<file path="config.mk">
export PLATFORM = sky130hd
export DESIGN_NAME = ej32_fetch
export DESIGN_NICKNAME = d
export VERILOG_FILES = /design/src/rtl/ej32_pkg.sv /design/src/rtl/ej32_fetch.sv
export SDC_FILE = /design/constraint.sdc
export NUM_CORES = 1
export LEC_CHECK = 0
export ABC_AREA = 1
export CORE_MARGIN = 2
export CORE_UTILIZATION = 45
export DETAILED_ROUTE_END_ITERATION = 6
export GPL_TIMING_DRIVEN = 0
export PLACE_DENSITY = 0.8
export RECOVER_POWER = 50
export SYNTH_ARGS = -nofsm -noshare
export SYNTH_HDL_FRONTEND = slang
export SYNTH_SLANG_ARGS = --single-unit
</file>
<file path="constraint.sdc">
create_clock -name clk -period 4.2 [get_ports clk]
set_clock_uncertainty 0.05 [all_clocks]
set_input_delay 0.84 -clock clk [delete_from_list [all_inputs] [get_ports clk]]
set_output_delay 0.84 -clock clk [all_outputs]
set_load 0.02 [all_outputs]
</file>
<file path="src/rtl/ej32_pkg.sv">
// Shared eJ32 definitions: opcode type, operand-length decode, fetch FSM
// states and the default datapath/address widths.
package ej32_pkg;

    localparam int DSZ_DEF = 32;
    localparam int ASZ_DEF = 17;

    typedef logic [7:0] opcode_t;

    localparam opcode_t OP_NOP           = 8'h00;
    localparam opcode_t OP_BIPUSH        = 8'h10;
    localparam opcode_t OP_SIPUSH        = 8'h11;
    localparam opcode_t OP_ILOAD         = 8'h15;
    localparam opcode_t OP_ISTORE        = 8'h36;
    localparam opcode_t OP_IFEQ          = 8'h99;
    localparam opcode_t OP_IF_ACMPNE     = 8'hA6;
    localparam opcode_t OP_GOTO          = 8'hA7;
    localparam opcode_t OP_JSR           = 8'hA8;
    localparam opcode_t OP_INVOKEVIRTUAL = 8'hB6;
    localparam opcode_t OP_IFNULL        = 8'hC6;
    localparam opcode_t OP_IFNONNULL     = 8'hC7;
    localparam opcode_t OP_DONEXT        = 8'hCA;

    typedef enum logic [1:0] {
        S_OP   = 2'd0,
        S_ARG  = 2'd1,
        S_STEP = 2'd2
    } fetch_st_t;

    // Number of operand bytes that follow an opcode byte.
    function automatic logic [1:0] op_len(input opcode_t op);
        logic [1:0] len;
        case (op) inside
            OP_BIPUSH, OP_ILOAD, OP_ISTORE: len = 2'd1;
            OP_SIPUSH, OP_GOTO, OP_JSR, OP_INVOKEVIRTUAL, OP_DONEXT,
            OP_IFNULL, OP_IFNONNULL, [OP_IFEQ:OP_IF_ACMPNE]: len = 2'd2;
            default: len = 2'd0;
        endcase
        return len;
    endfunction

endpackage

</file>
<file path="src/rtl/ej32_fetch.sv">
// Byte-serial instruction fetch and sequencer for the eJ32 machine. Fetches
// an opcode and its operand bytes over a req/ack port, presents one step per
// byte to the execution units, and follows redirects from the branch unit.
module ej32_fetch
    import ej32_pkg::*;
#(
    parameter int DSZ = DSZ_DEF,
    parameter int ASZ = ASZ_DEF
) (
    input  logic           clk,
    input  logic           rst,
    input  logic           en,
    output logic           mem_req,
    output logic [ASZ-1:0] mem_addr,
    input  logic           mem_ack,
    input  logic [7:0]     mem_data,
    input  logic           br_psel,
    input  logic [ASZ-1:0] br_p_o,
    output logic [7:0]     code,
    output logic [2:0]     phase,
    output logic [7:0]     data,
    output logic [ASZ-1:0] p,
    output logic           step
);

    // The data width only matters to the execution units; it must cover a byte.
    if (DSZ < 8) begin : g_dsz_too_small
    end

    fetch_st_t      state_r;
    logic [ASZ-1:0] pc_r;
    logic           mem_req_r;
    logic [ASZ-1:0] mem_addr_r;
    opcode_t        code_r;
    logic [2:0]     phase_r;
    logic [7:0]     data_r;
    logic [ASZ-1:0] p_r;
    logic           step_r;

    logic [ASZ-1:0] pc_inc_s;
    logic [2:0]     phase_inc_s;
    logic [1:0]     cur_len_s;
    logic [1:0]     new_len_s;
    logic           more_args_s;
    logic           ack_s;

    // Sequential address, operand-count decode and accepted-ack qualifier.
    always_comb begin
        pc_inc_s    = pc_r + {{(ASZ-1){1'b0}}, 1'b1};
        phase_inc_s = phase_r + 3'd1;
        cur_len_s   = op_len(code_r);
        new_len_s   = op_len(mem_data);
        ack_s       = mem_req_r & mem_ack;
        if (phase_inc_s < {1'b0, cur_len_s}) begin
            more_args_s = 1'b1;
        end else begin
            more_args_s = 1'b0;
        end
    end

    // Fetch sequencer: request byte, latch it, strobe one step, pick next address.
    always_ff @(posedge clk or posedge rst) begin
        if (rst) begin
            state_r    <= S_OP;
            pc_r       <= '0;
            mem_req_r  <= 1'b0;
            mem_addr_r <= '0;
            code_r     <= OP_NOP;
            phase_r    <= 3'd0;
            data_r     <= 8'h00;
            p_r        <= '0;
            step_r     <= 1'b0;
        end else begin
            case (state_r)
                S_OP: begin
                    step_r <= 1'b0;
                    if (ack_s) begin
                        code_r  <= mem_data;
                        data_r  <= mem_data;
                        p_r     <= pc_r;
                        phase_r <= 3'd0;
                        if (new_len_s == 2'd0) begin
                            // Zero-length opcode: the opcode byte itself is the step.
                            mem_req_r <= 1'b0;
                            step_r    <= 1'b1;
                            state_r   <= S_STEP;
                        end else begin
                            // Operands follow: go straight on to the first one.
                            pc_r       <= pc_inc_s;
                            mem_addr_r <= pc_inc_s;
                            mem_req_r  <= en;
                            state_r    <= S_ARG;
                        end
                    end else if (!mem_req_r) begin
                        mem_req_r  <= en;
                        mem_addr_r <= pc_r;
                    end else begin
                        // Outstanding request holds until acknowledged.
                        mem_req_r <= mem_req_r;
                    end
                end
                S_ARG: begin
                    step_r <= 1'b0;
                    if (ack_s) begin
                        data_r    <= mem_data;
                        p_r       <= pc_r;
                        mem_req_r <= 1'b0;
                        step_r    <= 1'b1;
                        state_r   <= S_STEP;
                    end else if (!mem_req_r) begin
                        mem_req_r  <= en;
                        mem_addr_r <= pc_r;
                    end else begin
                        mem_req_r <= mem_req_r;
                    end
                end
                S_STEP: begin
                    step_r <= 1'b0;
                    if (br_psel) begin
                        // Redirect wins; unfetched operand bytes are dropped.
                        pc_r       <= br_p_o;
                        mem_addr_r <= br_p_o;
                        phase_r    <= 3'd0;
                        mem_req_r  <= en;
                        state_r    <= S_OP;
                    end else if (more_args_s) begin
                        phase_r    <= phase_inc_s;
                        pc_r       <= pc_inc_s;
                        mem_addr_r <= pc_inc_s;
                        mem_req_r  <= en;
                        state_r    <= S_ARG;
                    end else begin
                        pc_r       <= pc_inc_s;
                        mem_addr_r <= pc_inc_s;
                        mem_req_r  <= en;
                        state_r    <= S_OP;
                    end
                end
                default: begin
                    mem_req_r <= 1'b0;
                    step_r    <= 1'b0;
                    state_r   <= S_OP;
                end
            endcase
        end
    end

    assign mem_req  = mem_req_r;
    assign mem_addr = mem_addr_r;
    assign code     = code_r;
    assign phase    = phase_r;
    assign data     = data_r;
    assign p        = p_r;
    assign step     = step_r;

endmodule
</file>
# Word level (Yosys, flattened, before mapping)

Index checks and enable logic that the tools add are counted.

Bits in registers: 74
Input port bits: 30
Output and inout port bits: 55
Logic and storage cells: 94

$add $sub $neg: 2
$lt $le $gt $ge: 5
Equality and inequality tests: 28
Multiplexer cells: 32
Bitwise gates (word level): 1
Reduce and logical (&&, ||, !) cells: 17

Operators with widths:

| kind                                                      | count |
|---|---|
| two-way mux 17 bit                                        | 6 |
| == test 8 bit (second input constant)                     | 12 |
| case mux 17 bit (3 select lines)                          | 1 |
| == test 8 x 5 -> 1 bit (second input constant)            | 6 |
| case mux 17 bit (2 select lines)                          | 1 |
| adder 17 x 1 -> 17 bit (second input constant)            | 1 |
| == test 8 x 6 -> 1 bit (second input constant)            | 2 |
| greater-or-equal comparator 8 bit (second input constant) | 2 |
| less-or-equal comparator 8 bit (second input constant)    | 2 |
| OR reduction 8 bit                                        | 2 |
| two-way mux 2 bit                                         | 7 |
| two-way mux 1 bit                                         | 10 |
| two-way mux 3 bit                                         | 3 |
| AND reduction 3 bit                                       | 3 |
| != test 2 bit (second input constant)                     | 4 |
| != test 3 bit (second input constant)                     | 2 |
| case mux 2 bit (3 select lines)                           | 1 |
| case mux 3 bit (2 select lines)                           | 1 |
| AND reduction 2 bit                                       | 3 |
| OR reduction 3 bit                                        | 2 |
| zero test 2 bit                                           | 2 |
| adder 3 x 1 -> 3 bit (second input constant)              | 1 |
| < comparator 3 x 2 -> 1 bit                               | 1 |
| case mux 1 bit (3 select lines)                           | 1 |
| 8 further kinds                                           | 9 |

# Depth between registers and ports, before layout

Word-level depth: 10
Mapped depth: 14
Gate-level depth less buffers: 14

# Worst setup path before layout

No wires, ideal clock.

Kind: input -> register
From: in br_psel
To: reg mem_addr_r[2] (netlist: mem_addr[2])
Library setup time: 122 ps
Arrival: 1,874 ps
Required time: 4,028 ps
Path slack: 2,154 ps
Cell stages on the path: 7
Path buffers: 2
Path through: buf_2 clkinv_1 clkbuf_1 o211ai_1 o21ai_0 a21oi_1 o21ai_1

Longest elaborated chain between the ends: 2

RTL lines:

| element                          | RTL line          | text |
|---|---|---|
| start: declaration               | ej32_fetch.sv:17  | `input logic br_psel,` |
| two-way mux 17 bit               | ej32_fetch.sv:119 | `if (br_psel) begin` |
| case mux 17 bit (3 select lines) | ej32_fetch.sv:74  | `case (state_r)` |
| end signal: assignment           | ej32_fetch.sv:122 | `mem_addr_r <= br_p_o;` |
| end signal: assignment           | ej32_fetch.sv:129 | `mem_addr_r <= pc_inc_s;` |
| end signal: assignment           | ej32_fetch.sv:134 | `mem_addr_r <= pc_inc_s;` |
| end: declaration                 | ej32_fetch.sv:33  | `logic [ASZ-1:0] mem_addr_r;` |

Every way passes these cells.
A chain may end at the register's enable or synchronous reset.

# Worst setup path after layout

From: in mem_data[4]
To: reg mem_addr_r[8] (netlist: mem_addr[8])

Longest elaborated chain between the ends: 8
Elaborated cells between the ends (all ways): 20
Classes of those cells: 2 x order compare; 11 x eq/ne; 2 x mux; 5 x reduce/logical

RTL lines:

| element                                                                                                   | RTL line          | text |
|---|---|---|
| start: declaration                                                                                        | ej32_fetch.sv:16  | `input logic [7:0] mem_data,` |
| greater-or-equal comparator 8 bit (implied by the code) or less-or-equal comparator 8 bit (tied branches) | ej32_fetch.sv:52  | `new_len_s = op_len(mem_data);` |
| logical AND 1 bit (implied by the code)                                                                   | ej32_fetch.sv:52  |  |
| OR reduction 8 bit                                                                                        | ej32_pkg.sv:33    | `case (op) inside` |
| two-way mux 2 bit                                                                                         | ej32_pkg.sv:33    |  |
| two-way mux 2 bit *                                                                                       | ej32_pkg.sv:33    |  |
| zero test 2 bit *                                                                                         | ej32_fetch.sv:82  | `if (new_len_s == 2'd0) begin` |
| != test 3 bit (no source line) *                                                                          | n/a               |  |
| AND reduction 3 bit (no source line) *                                                                    | n/a               |  |
| end signal: assignment                                                                                    | ej32_fetch.sv:90  | `mem_addr_r <= pc_inc_s;` |
| end signal: assignment                                                                                    | ej32_fetch.sv:96  | `mem_addr_r <= pc_r;` |
| end signal: assignment                                                                                    | ej32_fetch.sv:112 | `mem_addr_r <= pc_r;` |

Mark *: on every way between the ends. The rest lies on a longest branch, timed or not.

==> results_dict.tcl <==
set metrics [dict create \
    die_area_um2 11200 \
    hold_viol_final 0 \
    drt_iter0_markers 438 \
    antennaDiodeCount 0 \
    synthFlopType "dfrtp_1" \
    h-tree-depth 3 \
    placementRows 37 \
    drv_cap 0 \
    clock_path_buffers 2 \
    max_clock_freq_mhz 362 \
    drtAntennaViolNets 0 \
    yosysTopAreaCellShare_pct 39.8 \
    grt_pass1_wl_um 22700 \
    synth_edf_count 0 \
    path_class "input port to flop" \
    required_ns 4.41 \
    antenna_found_initial 0 \
    cts_root_buf "clkbuf_8" \
    routedWlPerCell_um 14.9 \
    synth_area_leaders "dfrtp_1 40%, nand2_1 21%, o21ai_0 9.7%, nor2_1 4.9%, inv_1 3.7%" \
    seqPwrFrac_pct 28.5 \
    p_switching_mw 2.24 \
    die_x_um 106 \
    multi_input_comb_area_um2 2450 \
    synth_cells 683 \
    wirelength_um 13700 \
    fin_setup_tns_ns 0 \
    synth_cell_types 35 \
    die_h_um 106 \
    async_flop_share_pct 100 \
    regArea_um2 1850 \
    max-slew-margin-rel_pct 41.7 \
    area_delta_synth_final_pct 25.5 \
    vias 4895 \
    drt_pass1_iterations 6 \
    numClockSinks 74 \
    ys_ff_latch 74 \
    ios 85 \
    period_minus_slack_ns 2.76 \
    switching_share_pct 49.1 \
    report.final.slew_viol_count 0 \
    fillCellCount 941 \
    worst_slew_pin_slew_ns 0.874 \
    crit_fanout 10 \
    holdCritPathClass "flop to flop" \
    synth_area_um2 4650 \
    cts_resized 0 \
    layout.nets 814 \
    grt_max_degree 75 \
    synth_top_area_cell "dfrtp_1" \
    setup_viol 0 \
    cts_tree "done" \
    pwr-share-clk_pct 12.0 \
    portBuffers 83 \
    initial_core_util_pct 45.6 \
    avgViaCountPerCell 5.33 \
    clk_latency_ns 0.37 \
    layout-drive-gt1-share_pct 6.14 \
    power_mw 4.57 \
    syn_avg_cell_area_um2 6.80 \
    p_int_mw 2.33 \
    status "complete, no violations" \
    fin_area_um2 5830 \
    place_area_um2 5650 \
    ctsHoldBuffers 0 \
    final_util_pct 57.3 \
    grtUsageTotal_pct 25.5 \
    cts_made_buffers 9 \
    core_area_um2 10200 \
    hpwl_um 10700 \
    clkTransAtPathRegs_ns 0.08 \
    rsz0062_at_grt "no" \
    routabilityCongestion 1.07 \
    first_global_vias 4607 \
    overflow 0 \
    yosys_warnings 0 \
    cts_setup_buffers 0 \
    ir_drop_v 0.000365 \
    synth_fp_nets 720 \
    power.density_nw_per_um2 784 \
    power.leakage_nw 2.74 \
    holdWs_ns 0.443 \
    endpoint_kind "flop" \
    combPwrFrac_pct 59.5 \
    drc 0 \
    cp.arrival_ns 2.97 \
    fin_crit_sh_pct 65.7 \
    synth-seq-area-share_pct 39.8 \
    worstSetupStartpointType "input port" \
]
==> synthesized netlist by cell type (2+ instances only) <==
| library cell | count |
|---|---|
| a21o_1 | 2 |
| a21oi_1 | 23 |
| buf_2 | 3 |
| buf_6 | 4 |
| clkbuf_1 | 20 |
| clkinv_1 | 3 |
| dfrtp_1 | 74 |
| ha_1 | 7 |
| inv_1 | 46 |
| inv_2 | 3 |
| nand2_1 | 262 |
| nand2_2 | 3 |
| nand3_1 | 20 |
| nand3b_1 | 2 |
| nand4_1 | 4 |
| nor2_1 | 61 |
| nor2_2 | 2 |
| nor3_1 | 2 |
| o211ai_1 | 9 |
| o21ai_0 | 90 |
| o21ai_1 | 8 |
| o21ai_2 | 14 |
| o21bai_1 | 4 |
| xor2_1 | 6 |
==> final timing paths <==
| kind | from | to | slack [ns] | cells past startpoint |
|---|---|---|---|---|
| min in group asynchronous | rst | data[2]$_DFFE_PP0P_ | 1.09 | 2 |
| worst max-delay path | mem_data[4] | mem_addr[8]$_DFFE_PP0P_ | 1.44 | 11 |
| worst max register to register | state_r[0]$_DFFE_PP0P_ | pc_r[15]$_DFFE_PP0P_ | 1.80 | 8 |
| worst min register to register | data[4]$_DFFE_PP0P_ | data[4]$_DFFE_PP0P_ | 0.44 | 2 |
| worst min-delay path | data[4]$_DFFE_PP0P_ | data[4]$_DFFE_PP0P_ | 0.44 | 2 |
| max in group asynchronous | rst | mem_addr[12]$_DFFE_PP0P_ | 2.44 | 2 |
==> critical path, stage by stage <==
cell	delay (ns)
dlygate4sd3_1	0.61
inv_1	0.15
nor2_1	0.06
o21ai_0	0.16
a21oi_1	0.08
nand3_1	0.23
nand3_1	0.18
nand2_2	0.19
clkinv_1	0.26
nand2_1	0.14
nand2_1	0.06
==> kinds of logic after synthesis <==
group | share of synthesized area, %
buffers and inverters | 7.35
AND/OR/NAND/NOR | 30.5
XOR/XNOR | 1.13
flip-flops | 39.8
adder cells (fa/ha/maj) | 1.88
AO/OA/AOI/OAI | 19.3
==> power groups by stage <==
| stage | clock [mW] | combinational, mW | sequential, mW |
|---|---|---|---|
| after global routing | 0.585 | 3.01 | 1.35 |
| final | 0.547 | 2.72 | 1.30 |
| after global placement | 0 | 2.59 | 1.29 |
| after detailed placement | 0 | 2.68 | 1.31 |
| after CTS | 0.549 | 2.70 | 1.30 |
| after floorplan | 0 | 1.46 | 1.54 |
==> stage by stage <==
stage          instances  setup slack (ns)
6_report             918              1.44
3_5_place_dp         902              1.27
4_1_cts              918              1.66
5_1_grt              918              1.27
3_3_place_gp         902             0.299
2_1_floorplan        683              1.43
==> area by class of cell <==
cell class | instances | area share (%)
clock inverter | 4 | 0.579
sequential | 74 | 31.8
multi-input combinational | 528 | 41.9
tap | 136 | 2.92
timing repair buffer | 83 | 14.2
inverter | 52 | 3.39
clock buffer | 12 | 2.66
buffer | 29 | 2.51
==> layer usage <==
metal	share of wire, %	global-route usage [%]	wire length (um)	up-vias
li1	-	-	-	2394
met4	2.7	8.27	376	0
met3	8.8	5.94	1210	35
met5	0	0	0	-
met2	46	42.1	6380	254
met1	42	33.1	5750	2212
==> sequential cells by signal (all words and copies together), names as in the netlist <==
signal / flops
p: 17
phase: 3
pc_r: 17
mem_req: 1
state_r: 2
code: 8
data: 8
step: 1
mem_addr: 17
==> layout by cell type, fill, tap and decap left out, types with 11 or more instances in the layout <==
cell type	synthesis	layout
nor2_1	61	61
clkbuf_8	0	11
nand3_1	20	21
o21ai_0	90	90
nand2_1	262	263
clkdlybuf4s50_1	0	80
clkbuf_1	20	21
o21ai_2	14	14
dfrtp_1	74	74
a21oi_1	23	23
inv_1	46	45
Power figures use the tool's default switching activity.
